## src/rtl/operand_fetch_unit.sv

```systemverilog
// -----------------------------------------------------------------------------
// operand_fetch_unit
//
// Issue-side reader of the architectural register file. It holds the 8x16
// register file, which both writeback ports write. It reads the source
// operands of a dual-issue instruction pair, with same-cycle bypass from the
// writeback ports, and tracks pending destinations in a busy scoreboard. The
// operands go to execute in a registered packet. The unit also exports the
// packed register image that the writeback units consume.
//
// Ports
//   clk, rst                       rising-edge clock, async active-high reset
//   in_valid / in_ready            decode handshake (in_ready combinational)
//   instr0, instr1                 rd=[10:8], rs1=[7:5], rs2=[4:2]
//   slot1_valid                    slot 1 carries a real instruction
//   iswb0, iswb1                   slot writes its rd
//   wb{0,1}_en/_rd/_data           writeback ports (wb1 wins on collision)
//   out_valid / out_ready          execute handshake
//   out_instr{0,1}, out_v{0,1}     issued instructions and their valid bits
//   out_a{0,1}, out_b{0,1}         rs1 / rs2 operands per slot
//   regvalwb                       packed register image, reg i at [16i+15:16i]
// -----------------------------------------------------------------------------
module operand_fetch_unit #(
    parameter int NREG = 8,          // register index fields are 3 bits wide
    parameter int DW   = 16
) (
    input  logic                 clk,
    input  logic                 rst,
    input  logic                 in_valid,
    output logic                 in_ready,
    input  logic [15:0]          instr0,
    input  logic [15:0]          instr1,
    input  logic                 slot1_valid,
    input  logic                 iswb0,
    input  logic                 iswb1,
    input  logic                 wb0_en,
    input  logic [2:0]           wb0_rd,
    input  logic [DW-1:0]        wb0_data,
    input  logic                 wb1_en,
    input  logic [2:0]           wb1_rd,
    input  logic [DW-1:0]        wb1_data,
    output logic                 out_valid,
    input  logic                 out_ready,
    output logic [15:0]          out_instr0,
    output logic [15:0]          out_instr1,
    output logic                 out_v0,
    output logic                 out_v1,
    output logic [DW-1:0]        out_a0,
    output logic [DW-1:0]        out_b0,
    output logic [DW-1:0]        out_a1,
    output logic [DW-1:0]        out_b1,
    output logic [NREG*DW-1:0]   regvalwb
);

    typedef enum logic {PAIR, SPLIT} state_t;

    state_t            state, next_state;
    logic [DW-1:0]     regs [NREG];
    logic [NREG-1:0]   busy, busy_nxt, set_mask;
    logic [NREG-1:0]   wr_hit;    // register written by some wb port this cycle
    logic [NREG-1:0]   pending;   // busy and not resolved by this cycle's writes
    logic [DW-1:0]     byp [NREG];

    logic [2:0] rd0, rs1_0, rs2_0, rd1, rs1_1, rs2_1;
    logic       clear0, clear1, hazard, free;
    logic       issue0, issue1;

    assign rd0   = instr0[10:8];
    assign rs1_0 = instr0[7:5];
    assign rs2_0 = instr0[4:2];
    assign rd1   = instr1[10:8];
    assign rs1_1 = instr1[7:5];
    assign rs2_1 = instr1[4:2];

    // Per-register bypass view: wb1 data over wb0 data over the stored value.
    always_comb begin
        for (int i = 0; i < NREG; i++) begin
            wr_hit[i] = (wb0_en && wb0_rd == 3'(i)) || (wb1_en && wb1_rd == 3'(i));
            if (wb1_en && wb1_rd == 3'(i))
                byp[i] = wb1_data;
            else if (wb0_en && wb0_rd == 3'(i))
                byp[i] = wb0_data;
            else
                byp[i] = regs[i];
        end
    end

    // A busy register being written on this edge counts as available.
    assign pending = busy & ~wr_hit;

    assign clear0 = !pending[rs1_0] && !pending[rs2_0] && !(iswb0 && pending[rd0]);
    assign clear1 = !pending[rs1_1] && !pending[rs2_1] && !(iswb1 && pending[rd1]);
    assign hazard = iswb0 && (rd0 == rs1_1 || rd0 == rs2_1 || rd0 == rd1);
    assign free   = !out_valid || out_ready;

    // Issue control
    always_comb begin
        // NOTE: every output of this block gets a default first, so no path
        // leaves a value unassigned and no latch is inferred.
        next_state = state;
        in_ready   = 1'b0;
        issue0     = 1'b0;
        issue1     = 1'b0;
        case (state)
            PAIR: begin
                if (in_valid && free && clear0) begin
                    issue0 = 1'b1;
                    if (!slot1_valid || (clear1 && !hazard)) begin
                        issue1   = slot1_valid;
                        in_ready = 1'b1;
                    end else begin
                        // Slot 1 waits alone; decode keeps it on instr1.
                        next_state = SPLIT;
                    end
                end
            end
            SPLIT: begin
                if (free && clear1) begin
                    issue1     = 1'b1;
                    in_ready   = 1'b1;
                    next_state = PAIR;
                end
            end
            default: next_state = PAIR;
        endcase
    end

    always_ff @(posedge clk or posedge rst) begin
        if (rst) state <= PAIR;
        else     state <= next_state;
    end

    // Scoreboard: writes clear, issues set; a set on the same edge wins.
    always_comb begin
        set_mask = '0;
        if (issue0 && iswb0) set_mask[rd0] = 1'b1;
        if (issue1 && iswb1) set_mask[rd1] = 1'b1;
        busy_nxt = (busy & ~wr_hit) | set_mask;
    end

    always_ff @(posedge clk or posedge rst) begin
        if (rst) busy <= '0;
        else     busy <= busy_nxt;
    end

    // Register file
    always_ff @(posedge clk or posedge rst) begin
        if (rst) begin
            // NOTE: the register file is architecturally zero after reset, so
            // it is built from resettable flops rather than an un-reset RAM.
            for (int i = 0; i < NREG; i++) regs[i] <= '0;
        end else begin
            // NOTE: non-blocking writes; when both ports hit the same register,
            // the later assignment (wb1) is the one that takes effect.
            if (wb0_en) regs[wb0_rd] <= wb0_data;
            if (wb1_en) regs[wb1_rd] <= wb1_data;
        end
    end

    always_comb begin
        for (int i = 0; i < NREG; i++) regvalwb[i*DW +: DW] = regs[i];
    end

    // Output packet register. It loads whenever it is free. Operand fields of
    // a slot that did not issue are zeroed, and the packet holds while execute
    // back-pressures.
    always_ff @(posedge clk or posedge rst) begin
        if (rst) begin
            out_valid  <= 1'b0;
            out_v0     <= 1'b0;
            out_v1     <= 1'b0;
            out_instr0 <= '0;
            out_instr1 <= '0;
            out_a0     <= '0;
            out_b0     <= '0;
            out_a1     <= '0;
            out_b1     <= '0;
        end else if (free) begin
            out_valid <= issue0 || issue1;
            out_v0    <= issue0;
            out_v1    <= issue1;
            if (issue0 || issue1) begin
                out_instr0 <= issue0 ? instr0 : '0;
                out_a0     <= issue0 ? byp[rs1_0] : '0;
                out_b0     <= issue0 ? byp[rs2_0] : '0;
                out_instr1 <= issue1 ? instr1 : '0;
                out_a1     <= issue1 ? byp[rs1_1] : '0;
                out_b1     <= issue1 ? byp[rs2_1] : '0;
            end
        end
    end

endmodule

```

## config.mk

```make
export PLATFORM = sky130hd
export DESIGN_NAME = operand_fetch_unit
export DESIGN_NICKNAME = d
export VERILOG_FILES = /design/src/rtl/operand_fetch_unit.sv
export SDC_FILE = /design/constraint.sdc
export NUM_CORES = 1
export LEC_CHECK = 0
export ABC_AREA = 0
export BUFFER_PORTS_ARGS = -buffer_cell sky130_fd_sc_hd__buf_2
export CAP_MARGIN = 0
export CORE_MARGIN = 10
export CORE_UTILIZATION = 26
export CTS_BUF_LIST = sky130_fd_sc_hd__clkbuf_8
export CTS_CLUSTER_DIAMETER = 40
export DETAILED_ROUTE_END_ITERATION = 8
export SLEW_MARGIN = 10
export SYNTH_ARGS = -nofsm -noshare
export SYNTH_HDL_FRONTEND = slang
export SYNTH_SLANG_ARGS = --single-unit
```

## constraint.sdc

```tcl
create_clock -name clk -period 19.4 [get_ports clk]
set_input_delay 3.88 -clock clk [delete_from_list [all_inputs] [get_ports clk]]
set_output_delay 3.88 -clock clk [all_outputs]
set_load 0.005 [all_outputs]
```

Word-level counts from Yosys, hierarchy flattened
Cells that the tools add are included.

Muxes and demuxes: 73. Reduce and logical (&&, ||, !) cells: 58. Order comparisons: 16. Equal/unequal tests: 17. Bitwise operators: 11.

Operators by type and width (count): $mux 16 (32); $bwmux 128 (2); $mux 128 (2); $bmux 16 s3 (4); $demux 16 s3 (2); $logic_and 1x1->1 (33); $eq 3x3->1 const B (8); $ge 4x4->1 const B (6); $lt 3x4->1 const B (6); $not 3->4 (6); $bmux 1 s3 (6); $mux 1 (18); $mux 8 (2); $or 8x8->8 (2); $logic_or 1x1->1 (13); $eq 3x2->1 const B (4); $eq 3x3->1 (3); $logic_not 1->1 (9); $and 8x8->8 (1); $lt 4x1->1 const B (2); $not 8->8 (1); $demux 1 s3 (2); $eq 3x1->1 const B (2); $ge 3x1->1 const B (2); 4 further kinds (7).

Register bits: 236. Input port bits: 79. Output and inout port bits: 228. Word-level logic and storage cells: 194.

Logic depth before layout (Yosys ltp)
Gate-level depths: netlist (run 1).

Word-level depth: 18. Gate-level depth with buffers: 12. Depth with buffers taken out: 8.

Worst setup path before layout (run 1)
OpenSTA, ideal clock, no wires.

Kind: input-to-output. Start point: input port wb1_rd[0]. End point: output port in_ready. Path slack: 9.401 ns. Arrival: 6.119 ns. Path buffers: 3. Required time: 15.520 ns. Stages: 11. Cell sequence: buf_2 > or4b_1 > buf_2 > nand3b_4 > o211ai_1 > o311a_1 > o2bb2ai_1 > nor4_4 > clkbuf_1 > nand3_1 > o211ai_1.

Longest elaborated chain between the ends: 15. Elaborated cells between the ends (all ways): 58. Classes of those cells: 7 x eq/ne; 16 x mux; 2 x bitwise; 33 x reduce/logical.

Ends and longest elaborated chain: start: declaration (line 40) `input logic [2:0] wb1_rd,`; $eq 3x1->1 (tied with other cells) (line 78) `wr_hit[i] = (wb0_en && wb0_rd == 3'(i)) || (wb1_en && wb1_rd == 3'(i));`; $logic_and 1x1->1 (line 78); $logic_or 1x1->1 (line 78); $not 8->8 (*) (line 89) `assign pending = busy & ~wr_hit;`; $and 8x8->8 (*) (line 89); $bmux 1 s3 (line 92) `assign clear1 = !pending[rs1_1] && !pending[rs2_1] && !(iswb1 && pending[rd1]);`; $mux 1 (not written as such) (line 92); $logic_not 1->1 / $logic_and 1x1->1 (equally long branches) (line 92); $logic_and 1x1->1 / $logic_not 1->1 (equally long branches) (line 92); $logic_and 1x1->1 (line 92); $logic_and 1x1->1 (line 108) `if (!slot1_valid || (clear1 && !hazard)) begin`; $logic_or 1x1->1 (line 108); $mux 1 (line 108); $mux 1 (line 106) `if (in_valid && free && clear0) begin`; $pmux 1 s2 (*) (line 104) `case (state)`; end: declaration (line 30) `output logic in_ready,`.

Mark *: on every way between the ends. The rest lies on a longest branch, timed or not. The select of a mux whose other input is x is not followed.

Worst setup path after layout (run 1)
Start point: input port wb0_rd[1]. End point: output port in_ready.

Longest elaborated chain between the ends: 15. Elaborated cells between the ends (all ways): 58. Classes of those cells: 7 x eq/ne; 16 x mux; 2 x bitwise; 33 x reduce/logical.

Ends and longest elaborated chain: start: declaration (line 37) `input logic [2:0] wb0_rd,`; $eq 3x1->1 (tied with other cells) (line 78); $logic_and 1x1->1 (line 78); $logic_or 1x1->1 (line 78); $not 8->8 (*) (line 89); $and 8x8->8 (*) (line 89); $bmux 1 s3 (line 92); $mux 1 (not written as such) (line 92); $logic_not 1->1 / $logic_and 1x1->1 (equally long branches) (line 92); $logic_and 1x1->1 / $logic_not 1->1 (equally long branches) (line 92); $logic_and 1x1->1 (line 92); $logic_and 1x1->1 (line 108); $logic_or 1x1->1 (line 108); $mux 1 (line 108); $mux 1 (line 106); $pmux 1 s2 (*) (line 104).

Marked as above.

==> results of run 1 <==
## registers in the layout, summed over array words and instances (netlist names)
register,flops
state,1
out_b1,16
out_v1,1
out_v0,1
regvalwb,128
out_a0,16
out_instr1,16
busy,8
out_b0,16
out_valid,1
out_a1,16
out_instr0,16
## logic make-up (layout without fill, tap and decap cells)
logic type | after synthesis | after routing | share of synthesized area (%)
XOR/XNOR | 9 | 9 | 0.548
buffers and inverters | 257 | 523 | 6.99
AO/OA/AOI/OAI | 495 | 495 | 23.9
other | 0 | 5 | 0
multiplexers | 178 | 178 | 18.0
flip-flops | 236 | 236 | 41.1
AND/OR/NAND/NOR | 294 | 294 | 9.59
## metrics by stage
stage / power [W] / cell area (sq um) / hold slack (ns) / worst slack (ns)
2_1_floorplan: 0.00115 / 14400 / 0.470 / 9.05
3_3_place_gp: 0.00152 / 16500 / 0.468 / 8.38
3_5_place_dp: 0.00153 / 16500 / 0.470 / 8.29
4_1_cts: 0.00211 / 17600 / 0.488 / 8.29
5_1_grt: 0.00222 / 17600 / 0.508 / 8.09
6_report: 0.00210 / 17600 / 0.481 / 8.24
## layout by cell type, fill, tap and decap left out, drive strengths merged, types with 15 or more instances in the layout
cell type	instances
nor2	76
a22oi	15
a21o	33
inv	114
o221ai	24
o22ai	41
o22a	30
mux4	64
o2bb2ai	16
mux2i	114
o21ai	135
nand2	134
dfrtp	236
nand3	27
a21oi	64
buf	336
clkbuf	58
a22o	98
a221oi	19
## worst max-delay path by stage
stage	cells after the start	startpoint	endpoint
6_report	10	wb0_rd[1]	in_ready
3_3_place_gp	10	wb0_rd[1]	in_ready
3_5_place_dp	10	wb0_rd[1]	in_ready
5_1_grt	10	wb0_rd[1]	in_ready
4_1_cts	10	wb0_rd[1]	in_ready
2_1_floorplan	1	rst	busy[0]$_DFF_PP0_
## synthesized netlist by cell type (27+ instances only)
master / instances / area, sq um
mux2i_1: 114 / 1140
inv_1: 104 / 390
mux4_2: 64 / 1440
a21oi_1: 64 / 320
a22o_1: 98 / 858
dfrtp_1: 236 / 5910
a21o_1: 33 / 248
o22a_1: 30 / 263
o22ai_1: 41 / 257
nand3_1: 27 / 135
o21ai_0: 135 / 676
nand2_1: 134 / 503
clkbuf_1: 118 / 443
nor2_1: 75 / 282
## final cells by class
cell class                      instances  area (sq um)  share of cell area (%)
Clock buffer                           58           798                    4.54
Timing Repair Buffer                  336          1760                    9.98
Multi-Input combinational cell        976          7540                    42.9
Sequential cell                       236          5910                    33.6
Tap cell                              748           936                    5.32
Inverter                              105           402                    2.28
Clock inverter                         24           241                    1.37
Antenna cell                            5          12.5                  0.0711
## metal layers
metal  vias up  GRT usage, %  wire length [um]
li1       5940             -                 -
met1      6811          26.3             27000
met2       904          30.7             30300
met3       116          7.33              8860
met4        12          5.47              1770
met5         -             0                96
## report_power, final
part / switching (W) / leakage, nW / internal, W / total (W)
registers: 0.000108 / 2.86 / 0.000637 / 0.000746
logic: 0.000456 / 5.00 / 0.000331 / 0.000787
clock network: 0.000233 / 0.569 / 0.000336 / 0.000568
==> metrics.yaml, run 1 <==
timing:
  finalSetupTns_ns: 0
  layout_min_cycle_time_ns: 11.16
  hold_violations: 0
  slew_violations: 0
  finalCritPeriodShare_pct: 57.5
  rsz0062_at_grt: "false"
  worstMarginPinSlew_ns: 1.21
  slew_headroom_pct: 19.6
  setup_viol: 0
  max_clock_freq_ghz: 0.0896
  fin_worst_skew_ns: 0.0202
grt:
  grt_pass1_vias: 13390
  gr-total-overflow: 0
  antenna_found_initial: 11
  grt_pass1_wl_um: 96900
  grt_usage_pct: 20.1
  grt_max_degree: 115
floorplan:
  initial_core_util_pct: 26.2
  dieArea_sq_mm: 0.0651
  fp.dieW_um: 255
  rows: 86
  die_h_um: 255
  coreArea_sq_mm: 0.0550
  io_pins: 307
detailed_routing:
  post_drt_wl_per_cell_um: 27.4
  drt_pre_antenna_iters: 6
  via_per_inst: 5.54
  drt_iter0_markers: 1923
  drc: 0
  vias: 13783
  routed_wirelength_um: 68100
  ant_nets: 0
logic_synthesis:
  syn-cell-area_sq_mm: 0.0144
  synth_cells: 1469
  async_flop_share_pct: 100
  syn_avg_cell_area_sq_um: 9.79
  synth_enable_flop_cells: 0
  synth_seq_area_share_pct: 41.1
  synth.distinct_cells: 56
  ys_seq_elements: 236
  synth_ff_type: "dfrtp_1"
  syn_nets: 1548
  synth_warnings: 0
cts:
  post-cts-setup-buffer-count: 0
  cts_buffers: 46
  h-tree-depth: 2
  ctsHoldBuffers: 0
  clkTransAtPathRegs_ns: 0.05
  cts_num_sinks: 236
  clk_path_buf_depth: 3
  tritoncts: "yes"
  clk-insertion-delay-late_ns: 0.59
  root_buffer: "clkbuf_8"
  cts-resized-gates: 0
critical_path:
  worstPathMaxFanout: 17
  path_class: "input port to output port"
  end_kind: "output port"
  cp.arrival_ns: 7.28
  rr_startpoint: "busy[6]$_DFF_PP0_"
  cp_top_family: "simple AND/OR/NAND/NOR gates"
  rrSetupSlack_ns: 15.62
  worstPathRequired_ns: 15.52
  path_cells: "buf_2, and4bb_2, nand3b_1, o2111ai_1, o311a_1, o2bb2ai_1, nor4_4, inv_1, o211ai_1, buf_2"
  cp-start-kind: "input port"
  r2r_cells: 9
  cpMostUsedCell: "buf_2"
  reg2reg_to: "out_a1[6]$_DFFE_PP0P_"
  max_stage_delay_ns: 0.89
  crit_buf_inv: 3
  cpMaxStageDelayCell: "and4bb_2"
power_and_ir_drop:
  ir_worst_vdd_mv: 0.0453
  p_leak_nw: 8.43
  powerDensity_mw_per_mm2: 119
worst_hold_path:
  min_to: "out_b1[9]$_DFFE_PP0P_"
  hp-class: "register to register"
  holdPathStages: 1
  hp-start: "out_b1[9]$_DFFE_PP0P_"
finish:
  area_growth_pct: 22.3
  post-route-util_pct: 32.0
  layout-drive-gt1-share_pct: 28.6
  num-fill-cells: 5681
  final_nets: 1780
  stdcell_count: 2488
place:
  place.gp.congestion: 0.884
  dp_cells: 2401
  dp_hpwl_um: 46900
  port_buffers: 306
run:
  cap_violations: 0
outcome:
  status: "completed"
Power figures use the tool's default switching activity.
==> run 2: changes to the inputs <==
--- a/config.mk
+++ b/config.mk
@@ -5,7 +5,7 @@
 export SDC_FILE = /design/constraint.sdc
 export NUM_CORES = 1
 export LEC_CHECK = 0
-export ABC_AREA = 0
+export ABC_AREA = 1
 export BUFFER_PORTS_ARGS = -buffer_cell sky130_fd_sc_hd__buf_2
 export CAP_MARGIN = 0
 export CORE_MARGIN = 10
==> constraint.sdc (replaced) <==
create_clock -name clk -period 9.3 [get_ports clk]
set_input_delay 1.86 -clock clk [delete_from_list [all_inputs] [get_ports clk]]
set_output_delay 1.86 -clock clk [all_outputs]
set_load 0.005 [all_outputs]
==> run 2 against run 1 <==
- critical path type unchanged
- synthesized cell count rose by 57%
- sequential power is 110% higher
- total power increased by 120%
- core utilization shrank 0.53 points
- register-to-register slack lost 9.5 ns
- global-route usage grew 2.3 points
==> metrics.yaml, run 2 <==
outcome:
  status: "completed"
critical_path:
  reg2reg_to: "out_instr1[7]$_DFFE_PP0P_"
  rr_startpoint: "out_valid$_DFFE_PP0N_"
  rrSetupSlack_ns: 6.08  # -9.54 ns
  cp-start-kind: "input port"
  worstPathRequired_ns: 7.44  # -8.08 ns
  path_class: "input port to output port"
  cp.arrival_ns: 4.92  # -2.36 ns
  r2r_cells: 11  # +2
  worstPathMaxFanout: 35  # +18
  startpoint: "wb1_rd[1]"
  end_kind: "output port"
detailed_routing:
  post_drt_wl_per_cell_um: 24.6  # -9.9%
  drc: 0  # unchanged
  drt_iter0_markers: 2114  # +9.9%
  ant_nets: 0  # unchanged
  drt_pre_antenna_iters: 6  # unchanged
  via_per_inst: 5.35  # -3.5%
  vias: 17817  # +29%
  routed_wirelength_um: 82100  # +21%
worst_hold_path:
  min_to: "out_v0$_DFFE_PP0N_"
  hp-start: "out_v0$_DFFE_PP0N_"
  hp-class: "register to register"
  holdPathStages: 2  # +1
floorplan:
  initial_core_util_pct: 26.2  # +0.035 points
  die_h_um: 266  # +4.3%
  dieArea_sq_mm: 0.0708  # +8.7%
  rows: 90  # +4.7%
  io_pins: 307  # unchanged
  coreArea_sq_mm: 0.0601  # +9.4%
  fp.dieW_um: 266  # +4.3%
finish:
  final_common_cell: "nand2_1"
  largest_reg_flops: 128  # unchanged
  area_growth_pct: 20.1
  post-route-util_pct: 31.5  # -0.53 points
  final_nets: 2590  # +46%
  num-fill-cells: 6671  # +17%
  final_cell_mix: "759 x nand2_1, 306 x buf_2, 269 x o211ai_1, 241 x o21ai_0, 236 x dfrtp_1"
  layout-drive-gt1-share_pct: 17.5  # -11 points
power_and_ir_drop:
  p_sw_share_pct: 41.7  # +3.8 points
  ir_worst_vdd_mv: 0.0921  # +100%
  intPower_w: 0.00265  # +100%
  switchingPower_w: 0.00190  # +140%
  power_frac_clock_pct: 27.8  # +0.7 points
  p_leak_nw: 9.20  # +9.1%
  p_total_w: 0.00455  # +120%
  power_frac_comb_pct: 38.1  # +0.6 points
  powerDensity_mw_per_mm2: 241  # +100%
  pwr-share-seq_pct: 34.0  # -1.5 points
cts:
  h-tree-depth: 2  # unchanged
  root_buffer: "clkbuf_8"
  clk-insertion-delay-late_ns: 0.64  # +0.05 ns
  post-cts-setup-buffer-count: 0  # unchanged
  tritoncts: "yes"
  cts-resized-gates: 0  # unchanged
  ctsHoldBuffers: 0  # unchanged
  cts_buffers: 50  # +8.7%
  clk_path_buf_depth: 3  # unchanged
  clkTransAtPathRegs_ns: 0.05  # about the same
  cts_num_sinks: 236  # unchanged
run:
  cap_violations: 0  # unchanged
timing:
  worst_slack_ns: 2.52  # -5.73 ns
  setup_viol: 0  # unchanged
  fin_worst_skew_ns: 0.0310  # +0.0108 ns
  layout_min_cycle_time_ns: 6.78
  hold_violations: 0  # unchanged
  finalCritPeriodShare_pct: 72.9
  worstMarginPinSlew_ns: 1.22  # +0.0142 ns
  slew_headroom_pct: 17.8  # -1.8 points
  slew_violations: 0  # unchanged
  max_clock_freq_ghz: 0.147
  finalSetupTns_ns: 0  # unchanged
  rsz0062_at_grt: "false"
logic_synthesis:
  synth_ff_type: "dfrtp_1"
  syn_nets: 2381  # +54%
  async_flop_share_pct: 100  # unchanged
  synth_warnings: 0  # unchanged
  syn_avg_cell_area_sq_um: 6.84  # -30%
  synth_common_cells: "759 x nand2_1, 269 x o211ai_1, 241 x o21ai_0, 236 x dfrtp_1, 186 x inv_1"
  synth_area_leaders: "dfrtp_1 37%, nand2_1 18%, o211ai_1 13%"
  synth.top_cell.area_share_pct: 37.5  # -3.6 points
  synth_cells: 2302  # +57%
  syn-cell-area_sq_mm: 0.0158  # +9.5%
  synth_seq_area_share_pct: 37.5  # -3.6 points
  synth.distinct_cells: 29  # -48%
  yosysMostFrequentCell: "nand2_1"
  ys_seq_elements: 236  # unchanged
  synth_enable_flop_cells: 0  # unchanged
  synth_largest_area_cell: "dfrtp_1"
place:
  place.gp.congestion: 0.987  # +12%
  dpl_worst_slack_ns: 2.64  # -5.65 ns
  port_buffers: 306  # unchanged
  dp_hpwl_um: 59400  # +27%
grt:
  gr-total-overflow: 0  # unchanged
  antenna_found_initial: 6  # -5
  grt_usage_pct: 22.4  # +2.3 points
  grt_max_degree: 122  # +6.1%
  grt_pass1_vias: 16244  # +21%
  grt_pass1_wl_um: 118000  # +21%
==> run 2: cell types whose count changed after synthesis, moves of 40 or more <==
cell / previous run / this run
nand2_1: 134 / 759
o211ai_1: 4 / 269
nand3_1: 27 / 142
mux2i_1: 114 / 0
nand4_1: 9 / 116
o21ai_0: 135 / 241
a22o_1: 98 / 0
inv_1: 104 / 186
mux4_2: 64 / 0
o22ai_1: 41 / 1
==> run 2: power groups by stage <==
stage          Combinational [W]  Clock (W)  Sequential (W)
3_3_place_gp             0.00171          0         0.00156
6_report                 0.00174    0.00127         0.00155
3_5_place_dp             0.00172          0         0.00156
5_1_grt                  0.00191    0.00133         0.00158
4_1_cts                  0.00173    0.00129         0.00155
2_1_floorplan           0.000849          0         0.00154
==> run 2: worst max-delay path: stages <==
cell and delay, ns:
buf_2 0.11, nand2_1 0.06, inv_1 0.06, nand2_1 0.66, nand3_1 0.52, nand2_1 0.08, nand3_1 0.11, nand3_1 0.10
nand2_1 0.13, nand2_1 0.06, nor2_1 0.17, nand3_4 0.37, o21ai_0 0.39, buf_2 0.23
==> run 2: worst max path at each step <==
stage	endpoint	cells past startpoint
2_1_floorplan	busy[0]$_DFF_PP0_	1
3_3_place_gp	in_ready	14
3_5_place_dp	in_ready	14
4_1_cts	in_ready	14
5_1_grt	in_ready	14
6_report	in_ready	14
==> run 2: layout make-up <==
class	count	area (sq um)	area share (%)
Clock buffer	59	812	4.29
Multi-Input combinational cell	1672	8310	43.9
Timing Repair Buffer	347	1840	9.72
Tap cell	782	978	5.17
Antenna cell	1	2.50	0.0132
Sequential cell	236	5910	31.2
Inverter	204	774	4.09
Clock inverter	31	298	1.57
==> run 2: kinds of logic (layout without fill, tap and decap cells) <==
group | after synthesis | count (layout) | share of synthesized area, %
AO/OA/AOI/OAI | 571 | 571 | 22.5
other | 0 | 1 | 0
XOR/XNOR | 9 | 9 | 0.500
buffers and inverters | 394 | 641 | 9.87
AND/OR/NAND/NOR | 1092 | 1092 | 29.6
flip-flops | 236 | 236 | 37.5
==> run 2: metrics by stage <==
step	hold WS [ns]	std cells	cell area (sq um)
after floorplan	0.473	2302	15800
after global placement	0.493	3241	17800
after detailed placement	0.491	3241	17800
after CTS	0.505	3331	18900
after global routing	0.530	3332	18900
final	0.497	3332	18900
==> run 2: routing by layer <==
| metal | up-vias | part of all wire [%] | global-route usage [%] |
|---|---|---|---|
| met5 | - | 0.057 | 0 |
| met4 | 8 | 4.8 | 10.4 |
| met3 | 160 | 11 | 6.94 |
| met2 | 999 | 43 | 33.8 |
| met1 | 8357 | 41 | 28.7 |
| li1 | 8293 | - | - |
